## config.mk

```make
export PLATFORM = sky130hd
export DESIGN_NAME = lc_mmu
export DESIGN_NICKNAME = d
export VERILOG_FILES = /design/src/rtl/lc_mmu_pkg.sv /design/src/rtl/lc_waitgen.sv /design/src/rtl/lc_mmu.sv
export SDC_FILE = /design/constraint.sdc
export NUM_CORES = 1
export LEC_CHECK = 0
export CAP_MARGIN = 20
export CELL_PAD_IN_SITES_DETAIL_PLACEMENT = 1
export CELL_PAD_IN_SITES_GLOBAL_PLACEMENT = 1
export CORE_MARGIN = 2
export CORE_UTILIZATION = 28
export DETAILED_ROUTE_END_ITERATION = 8
export PLACE_DENSITY_LB_ADDON = 0.25
export SYNTH_ARGS = -nofsm -noshare
export SYNTH_HDL_FRONTEND = slang
export SYNTH_HIERARCHICAL = 1
export SYNTH_SLANG_ARGS = --single-unit
```

## constraint.sdc

```tcl
create_clock -name PHI2 -period 4.4 [get_ports PHI2]
set_input_delay 1.32 -clock PHI2 [delete_from_list [all_inputs] [get_ports PHI2]]
set_output_delay 1.32 -clock PHI2 [all_outputs]
set_load 0.1 [all_outputs]
```

## src/rtl/lc_mmu_pkg.sv

```systemverilog
`default_nettype none
//==== lc_mmu_pkg : shared FSM type and decode constants for lc_mmu -- rev 1.0 ====
package lc_mmu_pkg;

    typedef enum logic [1:0] {
        ST_RUN  = 2'd0,
        ST_STOP = 2'd1,
        ST_DMA  = 2'd2,
        ST_REL  = 2'd3
    } mmu_state_e;

    localparam logic [5:0] IOPAGE    = 6'b110111;
    localparam logic [2:0] CTL_SLOT  = 3'd7;
    localparam int         ROMH_BIT  = 7;
    localparam int         ROML_BIT  = 6;
    localparam logic [7:0] CTL_RESET = 8'hC0;

    function automatic logic is_io_page(input logic [5:0] a_hi);
        return a_hi == IOPAGE;
    endfunction

endpackage
`default_nettype wire

```

## src/rtl/lc_waitgen.sv

```systemverilog
`default_nettype none
//==== lc_waitgen : per-access wait-state counter with busy extension -- rev 1.0 ====
module lc_waitgen (
    input  logic       clk,
    input  logic       rst_n,
    input  logic       active,
    input  logic [2:0] wait_max,
    input  logic       busy_n,
    output logic       done,
    output logic       rdy
);

    logic [2:0] cnt;
    logic       reached;

    assign reached = (cnt >= wait_max);
    assign rdy     = !active || (reached && busy_n);
    assign done    = active && rdy;

    // Counter holds at wait_max while busy keeps the access open.
    always_ff @(negedge clk or negedge rst_n) begin
        if (!rst_n) begin
            cnt <= 3'd0;
        end else if (!active || rdy) begin
            cnt <= 3'd0;
        end else if (!reached) begin
            cnt <= cnt + 3'd1;
        end
    end

endmodule
`default_nettype wire

```

## src/rtl/lc_mmu.sv

```systemverilog
`default_nettype none
//==== lc_mmu : 65xx bus decode/MMU with bank register, I/O waits and DMA hand-over -- rev 1.0 ====
module lc_mmu
    import lc_mmu_pkg::*;
#(
    parameter  int               NBANK   = 4,
    parameter  int               NCS     = 4,
    parameter  logic [NCS*3-1:0] WAIT_CS = '0,
    localparam int               BW      = $clog2(NBANK)
) (
    input  logic            PHI2,
    input  logic            _RESET,
    input  logic [15:7]     A,
    input  logic [7:0]      D,
    input  logic            R_W,
    input  logic            SYNC,
    input  logic            _DMA,
    input  logic            _EXTL,
    input  logic            _EXTH,
    input  logic            _BUSY,
    output logic            RDY,
    output logic            BA,
    output logic            _KB0,
    output logic            _RAM0,
    output logic            _RAM1,
    output logic [BW-1:0]   RBANK,
    output logic            _ROM,
    output logic            _CART,
    output logic            _IO,
    output logic [NCS-1:0]  _CSR,
    output logic [NCS-1:0]  _CSW
);

    mmu_state_e    state, state_nxt;
    logic          rom_h, rom_l;
    logic [BW-1:0] bank;
    logic [2:0]    slot, wait_sel;
    logic          run, io_hit, ctl_hit, ch_hit;
    logic          wg_done, wg_rdy, strobe_en;
    logic          kb0_hit, roml_win, romh_win, cart_sel, rom_sel, ram_sel;
    logic          unused_d;

    assign run     = (state == ST_RUN);
    assign slot    = A[9:7];
    assign io_hit  = is_io_page(A[15:10]);
    assign ctl_hit = io_hit && (slot == CTL_SLOT);
    assign unused_d = ^D;

    always_comb begin
        ch_hit   = 1'b0;
        wait_sel = 3'd0;
        for (int i = 0; i < NCS; i++) begin
            if (slot == 3'(i)) begin
                ch_hit   = io_hit;
                wait_sel = WAIT_CS[i*3 +: 3];
            end
        end
    end

    lc_waitgen u_waitgen (
        .clk      (PHI2),
        .rst_n    (_RESET),
        .active   (run && ch_hit),
        .wait_max (wait_sel),
        .busy_n   (_BUSY),
        .done     (wg_done),
        .rdy      (wg_rdy)
    );

    always_ff @(negedge PHI2 or negedge _RESET) begin
        if (!_RESET) begin
            rom_h <= CTL_RESET[ROMH_BIT];
            rom_l <= CTL_RESET[ROML_BIT];
            bank  <= CTL_RESET[BW-1:0];
        end else if (run && ctl_hit && !R_W) begin
            rom_h <= D[ROMH_BIT];
            rom_l <= D[ROML_BIT];
            bank  <= D[BW-1:0];
        end
    end

    always_ff @(negedge PHI2 or negedge _RESET) begin
        if (!_RESET) begin
            state <= ST_RUN;
        end else begin
            state <= state_nxt;
        end
    end

    // Cartridge windows take priority over the ROM they overlay; writes fall through to RAM.
    assign kb0_hit  = (A[15:10] == 6'd0);
    assign roml_win = (A[15:13] == 3'b101);
    assign romh_win = (A[15:13] == 3'b111);
    assign cart_sel = (!_EXTL && (A[15:13] == 3'b100)) || (!_EXTH && roml_win);
    assign rom_sel  = R_W && !cart_sel && ((romh_win && rom_h) || (roml_win && rom_l));
    assign ram_sel  = !(kb0_hit || io_hit || cart_sel || rom_sel);

    always_comb begin
        state_nxt = state;
        _KB0      = 1'b1;
        _RAM0     = 1'b1;
        _RAM1     = 1'b1;
        _ROM      = 1'b1;
        _CART     = 1'b1;
        _IO       = 1'b1;
        case (state)
            ST_RUN: begin
                if (!_DMA && SYNC && wg_rdy) state_nxt = ST_STOP;
                _KB0  = !kb0_hit;
                _ROM  = !rom_sel;
                _CART = !cart_sel;
                _IO   = !io_hit;
                _RAM0 = !(PHI2 && ram_sel && !A[15]);
                _RAM1 = !(PHI2 && ram_sel && A[15]);
            end
            ST_STOP: state_nxt = _DMA ? ST_RUN : ST_DMA;
            ST_DMA: begin
                if (_DMA) state_nxt = ST_REL;
                // The DMA master owns timing, so RAM follows the address alone.
                _RAM0 = A[15];
                _RAM1 = !A[15];
            end
            ST_REL:  state_nxt = ST_RUN;
            default: state_nxt = ST_RUN;
        endcase
    end

    assign RDY       = !_RESET || (run && wg_rdy);
    assign BA        = (state == ST_DMA);
    assign RBANK     = (A[15:14] == 2'b01) ? bank : BW'(NBANK - 1);
    assign strobe_en = _RESET && PHI2 && wg_done;

    generate
        for (genvar i = 0; i < NCS; i++) begin : g_cs
            assign _CSR[i] = !(strobe_en && (slot == 3'(i)) && R_W);
            assign _CSW[i] = !(strobe_en && (slot == 3'(i)) && !R_W);
        end
    endgenerate

endmodule
`default_nettype wire
```

==> flow_metrics.py, run 1 <==
metrics = {
    "yosys": {
        "synth_seq_area_share": 0.303,
        "yosysTopAreaCell": "dfrtn_1",
        "synthTopCellsByArea": "dfrtn_1 23%, nand2_1 7.5%, dfstp_2 7.0%, ha_1 6.7%, nand3_1 6.0%",
        "synth.distinct_cells": 32,
        "yosys_most_used_dff": "dfrtn_1",
        "async_flop_share": 1.00,
        "yosysTopAreaCellShare": 0.233,
        "ys_seq_elements": 9,
        "yosysWarnings": 6,
        "syn_area_per_cell_um2": 8.17,
        "synthCells": 92,
        "yosysMostFrequentCell": "nand2_1",
        "synth.top_cells.by_count": "15 x nand2_1, 11 x nor2_1, 9 x nand3_1",
        "synth_edf_count": 0,
        "syn_area_um2": 752,
    },
    "floorplan": {
        "die_h_um": 55.8,
        "fp-row-count": 18,
        "dieWidth_um": 55.8,
        "initial_core_util": 0.298,
        "io_pins": 43,
    },
    "placement": {
        "dp_cells": 188,
        "place_ws_ns": -1.77,
        "place_congestion": 0.825,
        "numPortBuffers": 38,
        "post-dp-hpwl_um": 2540,
    },
    "outcome": {
        "stop_stage": "4_1_cts",
        "error_line": "[ERROR DPL-0033] detailed placement checks failed during check placement.",
        "status": "did not finish",
    },
    "clock_tree": {
        "postCtsSetupBuffers": 11,
        "postCtsResizedCells": 136,
        "cts-hold-fix-buffers": 0,
    },
}
cell families after synthesis:
logic type                 after synthesis  synth area share
adders and majority gates                4            0.0666
AOI/OAI and AO/OA                        9            0.0815
other                                    1           0.00499
and+or+nand+nor                         51             0.359
xor gates and xnor gates                 1            0.0116
muxes                                    9             0.133
buffers and inverters                    8            0.0399
DFF                                      9             0.303
through the flow:
| step | hold slack [ns] | cell area (um^2) | utilization |
|---|---|---|---|
| after global placement | 0.430 | 1610 | 0.637 |
| after floorplan | 0.409 | 915 | - |
| after detailed placement | 0.454 | 1610 | 0.637 |
==> run 2, diff against run 1 <==
--- a/config.mk
+++ b/config.mk
@@ -6,12 +6,10 @@
 export NUM_CORES = 1
 export LEC_CHECK = 0
 export CAP_MARGIN = 20
-export CELL_PAD_IN_SITES_DETAIL_PLACEMENT = 1
-export CELL_PAD_IN_SITES_GLOBAL_PLACEMENT = 1
-export CORE_MARGIN = 2
-export CORE_UTILIZATION = 28
+export CORE_AREA = 2 2 63 65
 export DETAILED_ROUTE_END_ITERATION = 8
-export PLACE_DENSITY_LB_ADDON = 0.25
+export DIE_AREA = 0 0 65 67
+export PLACE_DENSITY_LB_ADDON = 0.15
 export SYNTH_ARGS = -nofsm -noshare
 export SYNTH_HDL_FRONTEND = slang
 export SYNTH_HIERARCHICAL = 1
==> run 2 against run 1 <==
Against the previous run: the flow now finishes, with violations (negative setup slack); synthesized area is the same; synthesized cell count is the same.
==> flow_metrics.py, run 2 <==
metrics = {
    "timing": {
        "rsz0062_at_grt": "true",
        "setup_viol": 20,
        "final_hold_viol_count": 0,
        "final.setup_skew_ns": 0.0536,
        "drv_slew": 0,
        "layout_setup_ws_ns": -1.42,
    },
    "outcome": {
        "violations": "negative setup slack",
        "status": "complete, but fails checks",
    },
    "detailed_routing": {
        "drt_wl_total_um": 3150,
        "dr.pass1.iters": 4,
        "avgRoutedWirePerCell_um": 13.1,
        "num_vias": 1089,
        "route.detailed.drc": 0,
        "via_per_inst": 4.52,
        "first_iter_violations": 21,
        "antenna_left": 0,
    },
    "power_and_ir_drop": {
        "power.density_nw_per_um2": 374,
        "p_leak_nw": 1.06,
        "max-vdd-ir-drop_mv": 0.371,
    },
    "yosys": {
        "yosysMostFrequentCell": "nand2_1",
        "syn_area_per_cell_um2": 8.17,
        "yosysTopAreaCell": "dfrtn_1",
        "synth_seq_area_share": 0.303,
        "ys_seq_elements": 9,
        "async_flop_share": 1.00,
        "synthCells": 92,
        "yosysTopAreaCellShare": 0.233,
        "synth.top_cells.by_count": "15 x nand2_1, 11 x nor2_1, 9 x nand3_1",
        "synthTopCellsByArea": "dfrtn_1 23%, nand2_1 7.5%, dfstp_2 7.0%, ha_1 6.7%, nand3_1 6.0%",
        "yosysWarnings": 6,
        "synth_edf_count": 0,
        "syn_area_um2": 752,
        "synth.distinct_cells": 32,
        "yosys_most_used_dff": "dfrtn_1",
    },
    "worst_hold_path": {
        "min_path_type": "reg2reg",
        "holdPathStages": 1,
    },
    "critical_path": {
        "cp.arrival_ns": 4.50,
        "critical_path.top_delay_family": "simple AND/OR/NAND/NOR gates",
        "crit_path_max_fanout": 2,
        "rr_startpoint": "u_waitgen/cnt[2]$_DFFE_NN0P_",
        "start_kind": "flip-flop",
        "end_kind": "output pin",
        "rr_worst_depth": 7,
        "reg2reg_slack_ns": 2.85,
        "slowest_stage": "dfrtn_1",
        "worstPathBufferInverterCount": 4,
        "startpoint": "u_waitgen/cnt[2]$_DFFE_NN0P_",
        "crit_path_end": "_CSR[1]",
        "required_ns": 3.08,
        "path_class": "reg2out",
        "crit_chain": "ha_4, nand2_2, o21ai_2, and3_1, nand4b_1, clkbuf_8, buf_8, nor2_4, buf_8, nand3_4, buf_12",
        "crit_cells": 11,
        "r2r-end": "u_waitgen/cnt[1]$_DFFE_NN0P_",
        "cp_common_cell": "buf_8",
        "cp_slowest_stage_delay_ns": 0.37,
    },
    "cells_and_area": {
        "final_cells": 241,
        "area_growth_pct": 186,
        "n_fill_cell": 307,
        "final_common_cell": "buf_4",
        "antenna_cells": 0,
        "fin_nets": 219,
        "mostFrequentLayoutCells": "30 x buf_4, 16 x buf_12, 12 x clkbuf_8",
        "layout-drive-gt1-share": 0.591,
        "fin_area_um2": 2150,
        "fin_util": 0.597,
    },
    "floorplan": {
        "io_pins": 43,
        "core-area_um2": 3610,
        "initial_core_util": 0.209,
        "die_h_um": 67,
        "die-area_um2": 4360,
        "dieWidth_um": 65,
        "fp-row-count": 22,
    },
    "flow_run": {
        "maxCapViolCount": 0,
    },
    "placement": {
        "post-dp-hpwl_um": 2190,
        "place_area_um2": 1650,
        "place_congestion": 0.803,
        "numPortBuffers": 38,
        "dp_cells": 208,
    },
    "grt": {
        "grt-busiest-layer": "met2",
        "met2_usage": 0.255,
        "grt_pass1_wl_um": 5120,
        "grt_pass1_vias": 1304,
        "grt_use_met1": 0.129,
        "grt_overflow_total": 0,
        "grtUsageMet3": 0.123,
        "grt_start_max_net_pins": 11,
        "antenna_found_initial": 0,
        "grt_usage": 0.163,
    },
    "clock_tree": {
        "clk_latency_ns": 0.43,
        "cts-hold-fix-buffers": 0,
        "clk_pin_slew_ns": 0.04,
        "tritoncts": "built",
    },
}
==> run 2: area by class of cell <==
class,instances,area [um^2],share of cell area
clock buffer,31,438,0.203
clock inverter,4,16.3,0.00756
inverter,7,26.3,0.0122
multi-input combinational,77,729,0.339
sequential,9,228,0.106
tap,48,60.1,0.0279
timing repair buffer,65,654,0.304
==> run 2: metal layers <==
metal	wire, um	vias to the layer above
met3	255	14
li1	-	516
met1	1090	504
met5	0	-
met2	1720	55
met4	84	0
==> run 2: cell families after synthesis <==
kind of cell,share of synthesized area
DFF,0.303
muxes,0.133
and+or+nand+nor,0.359
buffers and inverters,0.0399
other,0.00499
adders and majority gates,0.0666
AOI/OAI and AO/OA,0.0815
xor gates and xnor gates,0.0116
==> run 2: what timing repair did <==
action                                  CTS  global route
endpoints found under the setup margin   43            25
buffers inserted                          8             3
cloned                                    0             0
pin swaps                                21            13
resized for setup                       119            13
==> run 2: how the worst min path moves through the flow <==
stage | from | end | slack (ns)
5_1_grt | bank[0]$_DFFE_NN0P_ | bank[0]$_DFFE_NN0P_ | 0.48
2_1_floorplan | bank[0]$_DFFE_NN0P_ | bank[0]$_DFFE_NN0P_ | 0.41
3_3_place_gp | bank[0]$_DFFE_NN0P_ | bank[0]$_DFFE_NN0P_ | 0.44
3_5_place_dp | bank[0]$_DFFE_NN0P_ | bank[0]$_DFFE_NN0P_ | 0.43
4_1_cts | bank[0]$_DFFE_NN0P_ | bank[0]$_DFFE_NN0P_ | 0.46
6_report | bank[0]$_DFFE_NN0P_ | bank[0]$_DFFE_NN0P_ | 0.45
==> run 2: stage by stage <==
step / worst slack (ns) / hold slack (ns) / setup TNS (ns) / power [mW]
3_3_place_gp: -1.69 / 0.439 / -22.20 / 0.473
2_1_floorplan: -1.22 / 0.409 / -15.47 / 0.338
4_1_cts: -1.51 / 0.458 / -18.07 / 0.820
6_report: -1.42 / 0.454 / -16.91 / 0.806
3_5_place_dp: -1.76 / 0.434 / -22.95 / 0.475
5_1_grt: -1.52 / 0.475 / -18.21 / 0.844
==> run 2: power by group <==
group,internal (mW),switching (mW),leakage (nW)
sequential,0.0924,0.00883,0.116
combinational,0.136,0.152,0.607
clock,0.239,0.178,0.336
==> run 2: worst reg2reg max path, stage by stage, from the launching register on <==
cell     delay [ns]
dfrtn_1        0.37
ha_4           0.29
nand2_2        0.05
buf_4          0.12
buf_4          0.11
o21a_1         0.18
buf_4          0.15
mux2i_1        0.12
Note: power is estimated with default switching activity, not from simulation.
==> run 3, diff against run 2 <==
--- a/config.mk
+++ b/config.mk
@@ -5,7 +5,7 @@
 export SDC_FILE = /design/constraint.sdc
 export NUM_CORES = 1
 export LEC_CHECK = 0
-export CAP_MARGIN = 20
+export CAP_MARGIN = 10
 export CORE_AREA = 2 2 63 65
 export DETAILED_ROUTE_END_ITERATION = 8
 export DIE_AREA = 0 0 65 67
==> results of run 3 <==
No change in the layout: final DEF, timing and power equal those of run 2.
